==> config.mk <==
export PLATFORM = sky130hd
export DESIGN_NAME = sized_regfile_flat
export DESIGN_NICKNAME = d
export VERILOG_FILES = /design/src/rtl/sized_regfile_if.sv /design/src/rtl/sized_regfile.sv /design/src/flat_wrapper.sv
export SDC_FILE = /design/constraint.sdc
export NUM_CORES = 1
export LEC_CHECK = 0
export ABC_AREA = 0
export ABC_CLOCK_PERIOD_IN_PS = 20100
export CORE_MARGIN = 4
export CORE_UTILIZATION = 41
export DETAILED_ROUTE_END_ITERATION = 10
export GPL_ROUTABILITY_DRIVEN = 0
export GPL_TIMING_DRIVEN = 1
export PLACE_DENSITY = 0.61
export SLEW_MARGIN = 20
export SYNTH_ARGS = -nofsm -noshare
export SYNTH_HDL_FRONTEND = slang
export SYNTH_SLANG_ARGS = --single-unit
==> constraint.sdc <==
create_clock -name CLK -period 20.1 [get_ports CLK]
set_input_delay 3.015 -clock CLK [delete_from_list [all_inputs] [get_ports CLK]]
set_output_delay 3.015 -clock CLK [all_outputs]
set_load 0.03 [all_outputs]
==> src/rtl/sized_regfile_if.sv <==
`default_nettype none
// ============================================================================
//  sized_regfile_if : write/invalidate/dual-read bus of the sized register bank
//  Rev 1.0
// ============================================================================
interface sized_regfile_if #(
    parameter int WIDTH = 32,
    parameter int DEPTH = 8,
    parameter int AW    = 3
);
    logic             we;
    logic [AW-1:0]    waddr;
    logic [1:0]       wsize;
    logic             wsext;
    logic [WIDTH-1:0] wdata;
    logic             inv;
    logic [AW-1:0]    iaddr;
    logic [AW-1:0]    raddr0;
    logic [AW-1:0]    raddr1;
    logic [1:0]       rsize0;
    logic [1:0]       rsize1;
    logic             rsext0;
    logic             rsext1;
    logic [WIDTH-1:0] rdata0;
    logic [WIDTH-1:0] rdata1;
    logic             rsign0;
    logic             rsign1;
    logic             rvalid0;
    logic             rvalid1;
    logic [DEPTH-1:0] vmask;

    modport master (
        output we, waddr, wsize, wsext, wdata, inv, iaddr,
               raddr0, raddr1, rsize0, rsize1, rsext0, rsext1,
        input  rdata0, rdata1, rsign0, rsign1, rvalid0, rvalid1, vmask
    );

    modport slave (
        input  we, waddr, wsize, wsext, wdata, inv, iaddr,
               raddr0, raddr1, rsize0, rsize1, rsext0, rsext1,
        output rdata0, rdata1, rsign0, rsign1, rvalid0, rvalid1, vmask
    );
endinterface
`default_nettype wire

==> src/rtl/sized_regfile.sv <==
`default_nettype none
// ============================================================================
//  sized_regfile : DEPTH x WIDTH register bank, x86-style partial writes,
//                  two size/extension-selecting read ports, valid tracking
//  Rev 1.0
// ============================================================================
module sized_regfile #(
    parameter int WIDTH  = 32,
    parameter int DEPTH  = 8,
    parameter int AW     = 3,
    parameter int BYPASS = 1
) (
    input  logic           CLK,
    input  logic           CLR,
    sized_regfile_if.slave bus
);
    localparam int c_NB = WIDTH / 8;

    logic [WIDTH-1:0] regs_q [DEPTH];
    logic [DEPTH-1:0] valid_q;
    logic [DEPTH-1:0] valid_d;

    logic [WIDTH-1:0] w_old;
    logic [WIDTH-1:0] w_wmerge;
    logic [c_NB-1:0]  w_lane_en;
    logic [c_NB-1:0]  w_in_size;
    logic [1:0]       w_wsz;
    logic             w_wsign;
    logic             w_byp;
    logic             w_hit0;
    logic             w_hit1;
    logic [WIDTH-1:0] w_e0;
    logic [WIDTH-1:0] w_e1;
    logic [WIDTH:0]   w_r0;
    logic [WIDTH:0]   w_r1;

    // A 32-bit bank has no qword: size 11 collapses onto dword.
    function automatic logic [1:0] f_size(input logic [1:0] sz);
        return (WIDTH == 32 && sz == 2'b11) ? 2'b10 : sz;
    endfunction

    function automatic logic [WIDTH:0] f_read(input logic [WIDTH-1:0] e,
                                              input logic [1:0]       sz,
                                              input logic             sext);
        logic [1:0]       s2;
        logic             sgn;
        logic [WIDTH-1:0] keep;
        s2 = f_size(sz);
        case (s2)
            2'b00:   begin sgn = e[7];       keep = WIDTH'(8'hFF);         end
            2'b01:   begin sgn = e[15];      keep = WIDTH'(16'hFFFF);      end
            2'b10:   begin sgn = e[31];      keep = WIDTH'(32'hFFFF_FFFF); end
            default: begin sgn = e[WIDTH-1]; keep = '1;                    end
        endcase
        return {sgn, (e & keep) | (~keep & {WIDTH{sgn & sext}})};
    endfunction

    // ---------------- write path: per-lane merge ----------------
    assign w_old = regs_q[bus.waddr];
    assign w_wsz = f_size(bus.wsize);

    always_comb begin
        case (w_wsz)
            2'b00:   w_wsign = bus.wdata[7];
            2'b01:   w_wsign = bus.wdata[15];
            2'b10:   w_wsign = bus.wdata[31];
            default: w_wsign = bus.wdata[WIDTH-1];
        endcase
    end

    for (genvar b = 0; b < c_NB; b++) begin : g_lane
        if (b == 0) begin : g_l0
            assign w_lane_en[b] = 1'b1;
            assign w_in_size[b] = 1'b1;
        end else if (b == 1) begin : g_l1
            assign w_lane_en[b] = (bus.wsize != 2'b00) || bus.wsext;
            assign w_in_size[b] = (w_wsz != 2'b00);
        end else if (b < 4) begin : g_l23
            assign w_lane_en[b] = bus.wsize[1] || bus.wsext;
            assign w_in_size[b] = w_wsz[1];
        end else begin : g_l47
            assign w_lane_en[b] = (bus.wsize == 2'b11) || bus.wsext;
            assign w_in_size[b] = (w_wsz == 2'b11);
        end
        // Lanes above the write size only open for sign extension.
        assign w_wmerge[8*b +: 8] = !w_lane_en[b] ? w_old[8*b +: 8] :
                                    w_in_size[b]  ? bus.wdata[8*b +: 8] :
                                                    {8{w_wsign}};
    end

    // A write to the same address as an invalidate wins.
    always_comb begin
        valid_d = valid_q;
        if (bus.inv) valid_d[bus.iaddr] = 1'b0;
        if (bus.we)  valid_d[bus.waddr] = 1'b1;
    end

    always_ff @(posedge CLK or posedge CLR) begin
        if (CLR) begin
            valid_q <= '0;
            for (int i = 0; i < DEPTH; i++) regs_q[i] <= '0;
        end else begin
            valid_q <= valid_d;
            if (bus.we) regs_q[bus.waddr] <= w_wmerge;
        end
    end

    // ---------------- read ports ----------------
    assign w_byp  = (BYPASS != 0) && bus.we && !CLR;
    assign w_hit0 = w_byp && (bus.waddr == bus.raddr0);
    assign w_hit1 = w_byp && (bus.waddr == bus.raddr1);
    assign w_e0   = w_hit0 ? w_wmerge : regs_q[bus.raddr0];
    assign w_e1   = w_hit1 ? w_wmerge : regs_q[bus.raddr1];
    assign w_r0   = f_read(w_e0, bus.rsize0, bus.rsext0);
    assign w_r1   = f_read(w_e1, bus.rsize1, bus.rsext1);

    assign bus.rdata0  = w_r0[WIDTH-1:0];
    assign bus.rsign0  = w_r0[WIDTH];
    assign bus.rvalid0 = w_hit0 | valid_q[bus.raddr0];
    assign bus.rdata1  = w_r1[WIDTH-1:0];
    assign bus.rsign1  = w_r1[WIDTH];
    assign bus.rvalid1 = w_hit1 | valid_q[bus.raddr1];
    assign bus.vmask   = valid_q;
endmodule
`default_nettype wire

==> src/flat_wrapper.sv <==
// flat-port wrapper written by rule: the top's interface ports become plain ports
module sized_regfile_flat 
#(
    parameter int WIDTH  = 32,
    parameter int DEPTH  = 8,
    parameter int AW     = 3,
    parameter int BYPASS = 1
)
  (CLK, CLR, bus_we, bus_waddr, bus_wsize, bus_wsext, bus_wdata, bus_inv, bus_iaddr, bus_raddr0, bus_raddr1, bus_rsize0, bus_rsize1, bus_rsext0, bus_rsext1, bus_rdata0, bus_rdata1, bus_rsign0, bus_rsign1, bus_rvalid0, bus_rvalid1, bus_vmask);
  sized_regfile_if #(.WIDTH(WIDTH), .DEPTH(DEPTH), .AW(AW)) bus_i ();
  input  logic CLK;
  input  logic CLR;
  input wire logic [$bits(bus_i.we)-1:0] bus_we;
  input wire logic [$bits(bus_i.waddr)-1:0] bus_waddr;
  input wire logic [$bits(bus_i.wsize)-1:0] bus_wsize;
  input wire logic [$bits(bus_i.wsext)-1:0] bus_wsext;
  input wire logic [$bits(bus_i.wdata)-1:0] bus_wdata;
  input wire logic [$bits(bus_i.inv)-1:0] bus_inv;
  input wire logic [$bits(bus_i.iaddr)-1:0] bus_iaddr;
  input wire logic [$bits(bus_i.raddr0)-1:0] bus_raddr0;
  input wire logic [$bits(bus_i.raddr1)-1:0] bus_raddr1;
  input wire logic [$bits(bus_i.rsize0)-1:0] bus_rsize0;
  input wire logic [$bits(bus_i.rsize1)-1:0] bus_rsize1;
  input wire logic [$bits(bus_i.rsext0)-1:0] bus_rsext0;
  input wire logic [$bits(bus_i.rsext1)-1:0] bus_rsext1;
  output wire logic [$bits(bus_i.rdata0)-1:0] bus_rdata0;
  output wire logic [$bits(bus_i.rdata1)-1:0] bus_rdata1;
  output wire logic [$bits(bus_i.rsign0)-1:0] bus_rsign0;
  output wire logic [$bits(bus_i.rsign1)-1:0] bus_rsign1;
  output wire logic [$bits(bus_i.rvalid0)-1:0] bus_rvalid0;
  output wire logic [$bits(bus_i.rvalid1)-1:0] bus_rvalid1;
  output wire logic [$bits(bus_i.vmask)-1:0] bus_vmask;
  assign bus_i.we = bus_we;
  assign bus_i.waddr = bus_waddr;
  assign bus_i.wsize = bus_wsize;
  assign bus_i.wsext = bus_wsext;
  assign bus_i.wdata = bus_wdata;
  assign bus_i.inv = bus_inv;
  assign bus_i.iaddr = bus_iaddr;
  assign bus_i.raddr0 = bus_raddr0;
  assign bus_i.raddr1 = bus_raddr1;
  assign bus_i.rsize0 = bus_rsize0;
  assign bus_i.rsize1 = bus_rsize1;
  assign bus_i.rsext0 = bus_rsext0;
  assign bus_i.rsext1 = bus_rsext1;
  assign bus_rdata0 = bus_i.rdata0;
  assign bus_rdata1 = bus_i.rdata1;
  assign bus_rsign0 = bus_i.rsign0;
  assign bus_rsign1 = bus_i.rsign1;
  assign bus_rvalid0 = bus_i.rvalid0;
  assign bus_rvalid1 = bus_i.rvalid1;
  assign bus_vmask = bus_i.vmask;
  sized_regfile #(.WIDTH(WIDTH), .DEPTH(DEPTH), .AW(AW), .BYPASS(BYPASS)) u_core (.CLK(CLK), .CLR(CLR), .bus(bus_i));
endmodule
==> flow_summary.yaml <==
status:
  run_status: "complete, no violations"
critical_path:
  slowest_stage: "clkdlybuf4s50_1"
  crit_path_max_incr_delay_ns: 1.24
  r2r-start: "u_core.regs_q[14]"
  critPathCaptureType: "primary output"
  worst-setup-path-type: "input port to primary output"
  path_depth: 7
  crit_arrival_ns: 6.73
  worstPathMaxFanout: 27
  rrSetupSlack_ns: 18.14
  path_buf_inv: 2
  r2r_end: "u_core.regs_q[142]"
  endpoint: "bus_rdata0[22]"
  cp_common_cell: "clkdlybuf4s50_1"
  cp.required_ns: 17.09
  path_cells: "clkdlybuf4s50_1 -> nor2_1 -> o21ai_0 -> o31ai_4 -> o211ai_2 -> o211ai_1 -> clkdlybuf4s50_1"
  critical-path-top-delay-family: "buffers and inverters"
  start_kind: "input port"
  cp-startpoint: "bus_wsize[1]"
  reg2regPathDepth: 5
floorplanning:
  die_area_sq_um: 43900
  fp.dieW_microns: 209.5
  io_pins: 133
  rows: 73
  coreArea_sq_um: 39910
  die_h_microns: 209.5
  start_util: 0.4171
clock_network:
  insertion_delay_ns: 0.56
  clk_pin_slew_worst_paths_ns: 0.06
  clock-root-buffer: "clkbuf_16"
  h-tree-depth: 1
  cts_post_setup_buffers_inserted: 0
  cts_hold_buffers: 0
  cts_sinks: 264
  cts_max_path_buffers: 3
  cts_made_buffers: 30
  cts-resized-gates: 0
  cts_tree: "yes"
sta:
  worst_slew_margin_rel: 0.2251
  setup_tns_ns: 0
  rsz0062_at_grt: "false"
  worstMarginPinSlew_ns: 1.159
  skew_ns: 0.01288
  finalMaxSlewViolations: 0
  finalSetupViolations: 0
  final_hold_viol_count: 0
  post-route-min-period_ns: 9.745
  final_critical_path_setup_slack_ns: 10.35
  min_period_over_period: 0.4848
  max_freq_mhz: 102.6
yosys:
  synth_common_cells: "dfrtp_1, nand2_1, mux4_2, o21ai_0, mux2_2"
  synthFlopType: "dfrtp_1"
  synthTopCellsByArea: "dfrtp_1, mux4_2, mux2_2"
  seq_area_frac_synth: 0.3968
  syn_inst: 1430
  synth_area_sq_um: 16650
  yosysUniqueCellTypes: 44
  synth.avg_cell_area_sq_um: 11.64
  syn-num-nets: 1487
  yosysWarnings: 0
  synth_top_area_frac: 0.3968
  async_flop_share: 1.000
  synth.most_common_cell: "dfrtp_1"
  ys_ff_latch: 264
  synth_edf_count: 0
  synth_area_leader_cell: "dfrtp_1"
global_routing:
  first_global_vias: 12798
  grt_pass1_wl_microns: 78000
  antenna_found_initial: 0
  overflow: 0
  grt_max_degree: 147
  grt_use_total: 0.2258
min_path:
  hold_path.class: "flop to flop"
pwr:
  ir_drop_v: 0.00006865
  cellPowerDensity_nw_per_um2: 100.1
  p_leak_nw: 7.914
detailed_routing:
  first_pass_iters: 5
  num_vias: 12340
  finalWirelength_microns: 49870
  drt-initial-drc-count: 905
  drtAntennaViolNets: 0
  detail_route.vias_per_cell: 6.085
  wl_per_cell_microns: 24.59
  drcViolationCount: 0
final_layout:
  drive_above_1_share: 0.2681
  n_fill_cell: 3613
  area_growth_pct: 15.03
  nets: 1539
  antennaDiodeCount: 0
place:
  hpwl_microns: 30330
  io_buffers: 132
  post-place-ws_ns: 10.41
job:
  cap_viol_max_count: 0
-- final cells by class --
type / instances / area [sq um] / area share
Clock buffer: 45 / 888.4 / 0.04638
Tap cell: 525 / 656.9 / 0.03430
Clock inverter: 8 / 67.56 / 0.003528
Timing Repair Buffer: 157 / 1476 / 0.07709
Sequential cell: 264 / 6606 / 0.3449
Multi-Input combinational cell: 1025 / 9429 / 0.4923
Inverter: 4 / 27.53 / 0.001437
-- sequential cells by signal, summed over array words and instances (netlist names) --
signal	flops
u_core.bus.vmask	8
u_core.regs_q	256
-- worst register-to-register path, stage by stage, from the launching register on --
cell,delay [ns]
dfrtp_1,0.41
mux4_2,0.49
mux2i_1,0.38
a21oi_1,0.18
nor2b_4,0.26
o21ai_1,0.12
-- layer usage --
metal | track usage | part of all wire
met5 | 0 | 0
met4 | 0.05986 | 0.028
met3 | 0.04096 | 0.069
met2 | 0.3657 | 0.47
met1 | 0.3174 | 0.43
-- worst min-delay path by stage --
stage                            from                 to  slack (ns)  cells past startpoint
floorplan           u_core.regs_q[48]  u_core.regs_q[48]        0.48                      2
global placement    u_core.regs_q[28]  u_core.regs_q[28]        0.50                      2
detailed placement  u_core.regs_q[32]  u_core.regs_q[32]        0.51                      1
CTS                 u_core.regs_q[32]  u_core.regs_q[32]        0.52                      1
global route        u_core.regs_q[38]  u_core.regs_q[38]        0.54                      1
finish              u_core.regs_q[32]  u_core.regs_q[32]        0.52                      1
-- layout by cell type, fill, tap and decap left out, drive strengths merged --
cell / count
o31ai: 3
nand2b: 5
buf: 34
clkinv: 10
nand2: 251
a211o: 2
o221ai: 14
and4: 1
clkinvlp: 1
mux2i: 80
nand4: 4
dfrtp: 264
nor2b: 26
clkdlybuf4s50: 123
o2111ai: 2
o31a: 1
o2bb2ai: 1
or2: 1
and3: 2
nand3: 10
clkbuf: 45
o21ai: 247
and2: 1
bufinv: 1
nand3b: 1
o211ai: 34
or3: 1
nor2: 11
xnor2: 6
a21oi: 29
mux4: 176
o211a: 2
mux2: 114
-- power breakdown --
part / internal (W) / switching, W / leakage, nW
Clock: 0.000315 / 0.000219 / 0.472
Combinational: 0.000324 / 0.000309 / 4.16
Sequential: 0.000647 / 0.000103 / 3.28
-- kinds of logic (layout without fill, tap and decap cells) --
group	count (synthesis)	in the layout	synth area share
compound gates	335	335	0.1164
mux	370	370	0.3633
buf+inv	141	214	0.03855
xor+xnor	6	6	0.003156
flops	264	264	0.3968
simple gates	314	314	0.08184
-- stage by stage --
stage	util	std cells	hold slack (ns)	power, W	area, sq um
final	0.4798	2028	0.5218	0.001916	19150
after global routing	0.4798	2028	0.5370	0.002016	19150
after CTS	0.4797	2028	0.5218	0.001927	19150
after detailed placement	0.4558	1975	0.5082	0.001388	18190
after global placement	0.4558	1975	0.4969	0.001372	18190
after floorplan	-	1430	0.4771	0.001185	16650
Note: power is estimated with default switching activity, not from simulation.
